### src/rtl/cpu_stack_unit.sv
// Hardware stack engine: PUSH/POP/PEEK for spills, atomic two-word CALL/RET frames (bp below pc),
// sticky overflow/underflow flags that block any memory or count change on error.
module cpu_stack_unit #(
  parameter int WIDTH = 16,
  parameter int DEPTH = 16,
  parameter int CW    = $clog2(DEPTH + 1)
) (
  input  logic             clk,
  input  logic             rst_n,
  input  logic             cmd_valid,
  output logic             cmd_ready,
  input  logic [2:0]       cmd_op,
  input  logic [WIDTH-1:0] cmd_data,
  input  logic [WIDTH-1:0] cmd_bp,
  output logic             rsp_valid,
  output logic             rsp_err,
  output logic [WIDTH-1:0] rsp_data,
  output logic [WIDTH-1:0] rsp_bp,
  output logic [CW-1:0]    count,
  output logic             full,
  output logic             empty,
  output logic             ovf,
  output logic             unf
);
  localparam int AW = (DEPTH > 1) ? $clog2(DEPTH) : 1;

  localparam logic [2:0] OP_PUSH = 3'b001;
  localparam logic [2:0] OP_POP  = 3'b010;
  localparam logic [2:0] OP_CALL = 3'b011;
  localparam logic [2:0] OP_RET  = 3'b100;
  localparam logic [2:0] OP_PEEK = 3'b101;
  localparam logic [2:0] OP_CLR  = 3'b110;

  typedef enum logic [1:0] {IDLE, CALL2, RET2} state_t;

  state_t           state, state_nxt;
  logic [WIDTH-1:0] mem [DEPTH];
  logic [WIDTH-1:0] pc_p1;
  logic [WIDTH-1:0] top;
  logic [AW-1:0]    top_idx, push_idx;
  logic [CW-1:0]    count_nxt;
  logic             ovf_nxt, unf_nxt;
  logic             vld_nxt, err_nxt;
  logic [WIDTH-1:0] data_nxt, bp_nxt;
  logic             mem_we, pc_ld;
  logic [WIDTH-1:0] mem_wdata;

  assign cmd_ready = (state == IDLE);
  assign full      = (count == CW'(DEPTH));
  assign empty     = (count == '0);
  assign top_idx   = AW'(count - CW'(1));
  assign push_idx  = AW'(count);
  assign top       = mem[top_idx];

  always_comb begin
    state_nxt = state;
    count_nxt = count;
    ovf_nxt   = ovf;
    unf_nxt   = unf;
    vld_nxt   = 1'b0;
    err_nxt   = 1'b0;
    data_nxt  = rsp_data;
    bp_nxt    = rsp_bp;
    mem_we    = 1'b0;
    mem_wdata = cmd_data;
    pc_ld     = 1'b0;
    case (state)
      IDLE: begin
        if (cmd_valid) begin
          case (cmd_op)
            OP_PUSH: begin
              if (!full) begin
                mem_we    = 1'b1;
                count_nxt = count + CW'(1);
              end else begin
                ovf_nxt = 1'b1;
              end
            end
            OP_POP, OP_PEEK: begin
              vld_nxt = 1'b1;
              if (!empty) begin
                data_nxt = top;
                if (cmd_op == OP_POP) count_nxt = count - CW'(1);
              end else begin
                unf_nxt  = 1'b1;
                err_nxt  = 1'b1;
                data_nxt = '0;
              end
            end
            OP_CALL: begin
              // Both words must fit up front so a frame is never half-written.
              if (count <= CW'(DEPTH - 2)) begin
                mem_we    = 1'b1;
                mem_wdata = cmd_bp;
                pc_ld     = 1'b1;
                count_nxt = count + CW'(1);
                state_nxt = CALL2;
              end else begin
                ovf_nxt = 1'b1;
              end
            end
            OP_RET: begin
              if (count >= CW'(2)) begin
                data_nxt  = top;
                count_nxt = count - CW'(1);
                state_nxt = RET2;
              end else begin
                unf_nxt  = 1'b1;
                vld_nxt  = 1'b1;
                err_nxt  = 1'b1;
                data_nxt = '0;
                bp_nxt   = '0;
              end
            end
            OP_CLR: begin
              ovf_nxt = 1'b0;
              unf_nxt = 1'b0;
            end
            default: ;
          endcase
        end
      end
      CALL2: begin
        mem_we    = 1'b1;
        mem_wdata = pc_p1;
        count_nxt = count + CW'(1);
        state_nxt = IDLE;
      end
      RET2: begin
        bp_nxt    = top;
        count_nxt = count - CW'(1);
        vld_nxt   = 1'b1;
        state_nxt = IDLE;
      end
      default: state_nxt = IDLE;
    endcase
  end

  // ---- control and response registers ----
  always_ff @(posedge clk or negedge rst_n) begin
    if (!rst_n) begin
      state     <= IDLE;
      count     <= '0;
      ovf       <= 1'b0;
      unf       <= 1'b0;
      rsp_valid <= 1'b0;
      rsp_err   <= 1'b0;
      rsp_data  <= '0;
      rsp_bp    <= '0;
    end else begin
      state     <= state_nxt;
      count     <= count_nxt;
      ovf       <= ovf_nxt;
      unf       <= unf_nxt;
      rsp_valid <= vld_nxt;
      rsp_err   <= err_nxt;
      rsp_data  <= data_nxt;
      rsp_bp    <= bp_nxt;
    end
  end

  // ---- storage (not reset) ----
  always_ff @(posedge clk) begin
    if (mem_we) mem[push_idx] <= mem_wdata;
    if (pc_ld)  pc_p1 <= cmd_data;
  end

endmodule

### config.mk
export PLATFORM = sky130hd
export DESIGN_NAME = cpu_stack_unit
export DESIGN_NICKNAME = d
export VERILOG_FILES = /design/src/rtl/cpu_stack_unit.sv
export SDC_FILE = /design/constraint.sdc
export NUM_CORES = 1
export LEC_CHECK = 0
export ABC_AREA = 1
export CAP_MARGIN = 20
export CORE_MARGIN = 5
export CORE_UTILIZATION = 53
export DETAILED_ROUTE_END_ITERATION = 10
export DONT_BUFFER_PORTS = 1
export HOLD_SLACK_MARGIN = 0.15
export PLACE_DENSITY = 0.68
export SLEW_MARGIN = 20
export SYNTH_ARGS = -nofsm -noshare
export SYNTH_HDL_FRONTEND = slang
export SYNTH_SLANG_ARGS = --single-unit
### constraint.sdc
create_clock -name clk -period 5.1 [get_ports clk]
set_input_delay 1.53 -clock clk [delete_from_list [all_inputs] [get_ports clk]]
set_output_delay 1.53 -clock clk [all_outputs]
set_load 0.02 [all_outputs]
==> metrics.txt <==
most frequent cell after synthesis nand2_1; RSZ-0062 raised after global routing false; DRT Wirelength 35.1 mm; Synth cell types 30; CTS Buf Count 31; CTS Buffer Depth 3; Setup Crit Path Kind flip-flop to primary output; antenna cells 0; cts hold-fix bufs 0; Die Span Y 173 um; WL/cell roughly 20 um; Mean Syn Cell Area 9.96 um^2; r2r worst-path depth 11; total power 10600 uW; yosys warns 0; Remaining Overflow, GRT 0; footprint of the multi-input gates 4130 um^2; Worst Tran Pin Value 1060 ps; CP Capture Type primary output; Slew Limit Fails 0; HP Class flip-flop to flip-flop; pwr/cell area 686 nW/um^2; # fillers 2179; layout cells sized above 1 9.08%; Tot GR Track Use 22.9%; Residual DRC 0; Pleak roughly 0.0064 uW; Critical Path Stages 4; drt via density 5.58; CP required 3570 ps; CTS tree done; status completed; Slew HR 29.0%; final hold slack 566 ps; final RePlAce weighted congestion 0.891; Crit Path Max Fanout 57; final setup violation count 0; initial antenna violation count 0; Die W 173 um; worst path bufs/invs 2; Seq. cell area 9250 um^2; final hold vios 0; Final ANT Viol Nets 0; worst-path cell with the longest stage delay dfrtp_4; arrival time at the worst endpoint between 2000 and 3000 ps; nets between 1000 and 1500; critical-path cell list clkinv_2, ha_2, nand3_1, inv_1; Layout Skew 18.2 ps; hpwl dp approximately 22 mm; CP top delay family flip-flops; die area 29800 um^2; Max Cap Violations 0; Initial Util 53.8%; Yosys top cell by area edfxtp_1; Max IR drop VDD 0.000483 V; vias in the first global route 9474; Hold Path Stages 2; CTS sink count 315; clock-pin slew on the worst setup and hold paths 60 ps; DRT iter0 DRCs 1034; H-tree Lvls 1; num ports 82; Synth top cells by count 524 x nand2_1, 272 x edfxtp_1, 152 x nand3_1; Post-Syn Instances 1406; first-pass GRT wire length 54.7 mm; Setup crit start kind flip-flop; Worst-Skew Late Latency 560 ps; vias after detailed routing 9848; setup TNS 0 ps; #FFs+latches synth approximately 320; Mapped Nets 1453; CP max stage delay 880 ps; fin crit period 4280 ps; First-pass DRT Iterations 5; core area 26100 um^2; mapped cell area 14000 um^2; root buffer cell clkbuf_16; share of the synthesized area in the top cell type 58.3%; number of flops mapped to enable cells by yosys 272; area grow syn2layout 10.1%; ys flop type edfxtp_1; top post-synthesis cells by area edfxtp_1 58%, nand2_1 14%, dfrtp_1 7.7%; largest net degree at the start of global routing 95; post-CTS setup buffer count 0; final worst-path cycle share 84.0%; # resized after CTS 0; sequential area share after synthesis roughly 66%; Buffers on Ports 0; row count 59; post-synthesis async set-or-reset flop share 13.7%; Fmax achieved 233 MHz
## cells in the final DEF (no fill, tap or decap), drive strengths merged
| cell | n |
|---|---|
| o21ai | 56 |
| a21oi | 22 |
| buf | 39 |
| a22oi | 16 |
| nor3 | 1 |
| edfxtp | 272 |
| nand3 | 154 |
| bufinv | 2 |
| clkinv | 13 |
| ha | 9 |
| nor2 | 132 |
| o221ai | 1 |
| dfrtp | 43 |
| clkbuf | 41 |
| xnor2 | 1 |
| nand4 | 7 |
| nand2 | 531 |
| inv | 91 |
## final cells by class
class | instances | area share, %
clock inverters | 13 | 0.738
clock buffers | 41 | 5.60
repair buffers | 39 | 1.90
flip-flops and latches | 315 | 60.0
well taps | 335 | 2.72
multi-input cells | 930 | 26.8
inverters | 93 | 2.29
## registers in the layout (all words and copies together) (netlist names)
name / flops
mem: 256
count: 5
pc_p1: 16
rsp_err: 1
rsp_valid: 1
rsp_data: 16
state: 2
unf: 1
rsp_bp: 16
ovf: 1
## layer usage
layer	vias up	track usage, %	wire length (um)
met5	-	0	0
met2	384	36.9	16700
met1	4731	32.2	14900
met3	62	4.08	2500
met4	0	7.16	1060
li1	4671	-	-
## kinds of logic after synthesis
group           after synthesis  synth area share (%)
fa+ha+maj                     9                 0.804
buf+inv                     161                  5.05
flops                       315                  66.0
simple gates                825                  24.2
xor+xnor                      1                 0.197
compound gates               95                  3.76
## worst paths after layout
kind | from | endpoint | slack, ps
min in group asynchronous | rst_n | rsp_data[12] | 670
max in group asynchronous | rst_n | count[0] | 4330
setup reg to reg | count[0] | rsp_data[3] | 1180
hold / removal | state[0] | state[0] | 570
hold reg to reg | state[0] | state[0] | 570
setup / recovery | count[0] | empty | 820
## report_power, final
group	internal (uW)	total (uW)	switching (uW)
Clock	1280	2210	934
Sequential	3510	3970	455
Combinational	1180	4400	3220
Total	5970	10600	4610
## per-stage QoR
step / instance area [um^2] / utilization, % / setup slack, ps / std cells
2_1_floorplan: 14000 / - / 1560 / 1406
3_3_place_gp: 14400 / 55.4 / 1230 / 1712
3_5_place_dp: 14400 / 55.4 / 1200 / 1712
4_1_cts: 15400 / 59.1 / 826 / 1766
5_1_grt: 15400 / 59.2 / 642 / 1766
6_report: 15400 / 59.2 / 816 / 1766
## worst min-delay path, cell delays in order, from the launching register on
cell	delay (ps)
dfrtp_1	400
nand2_1	60
o21ai_0	70
Power figures use the tool's default switching activity.
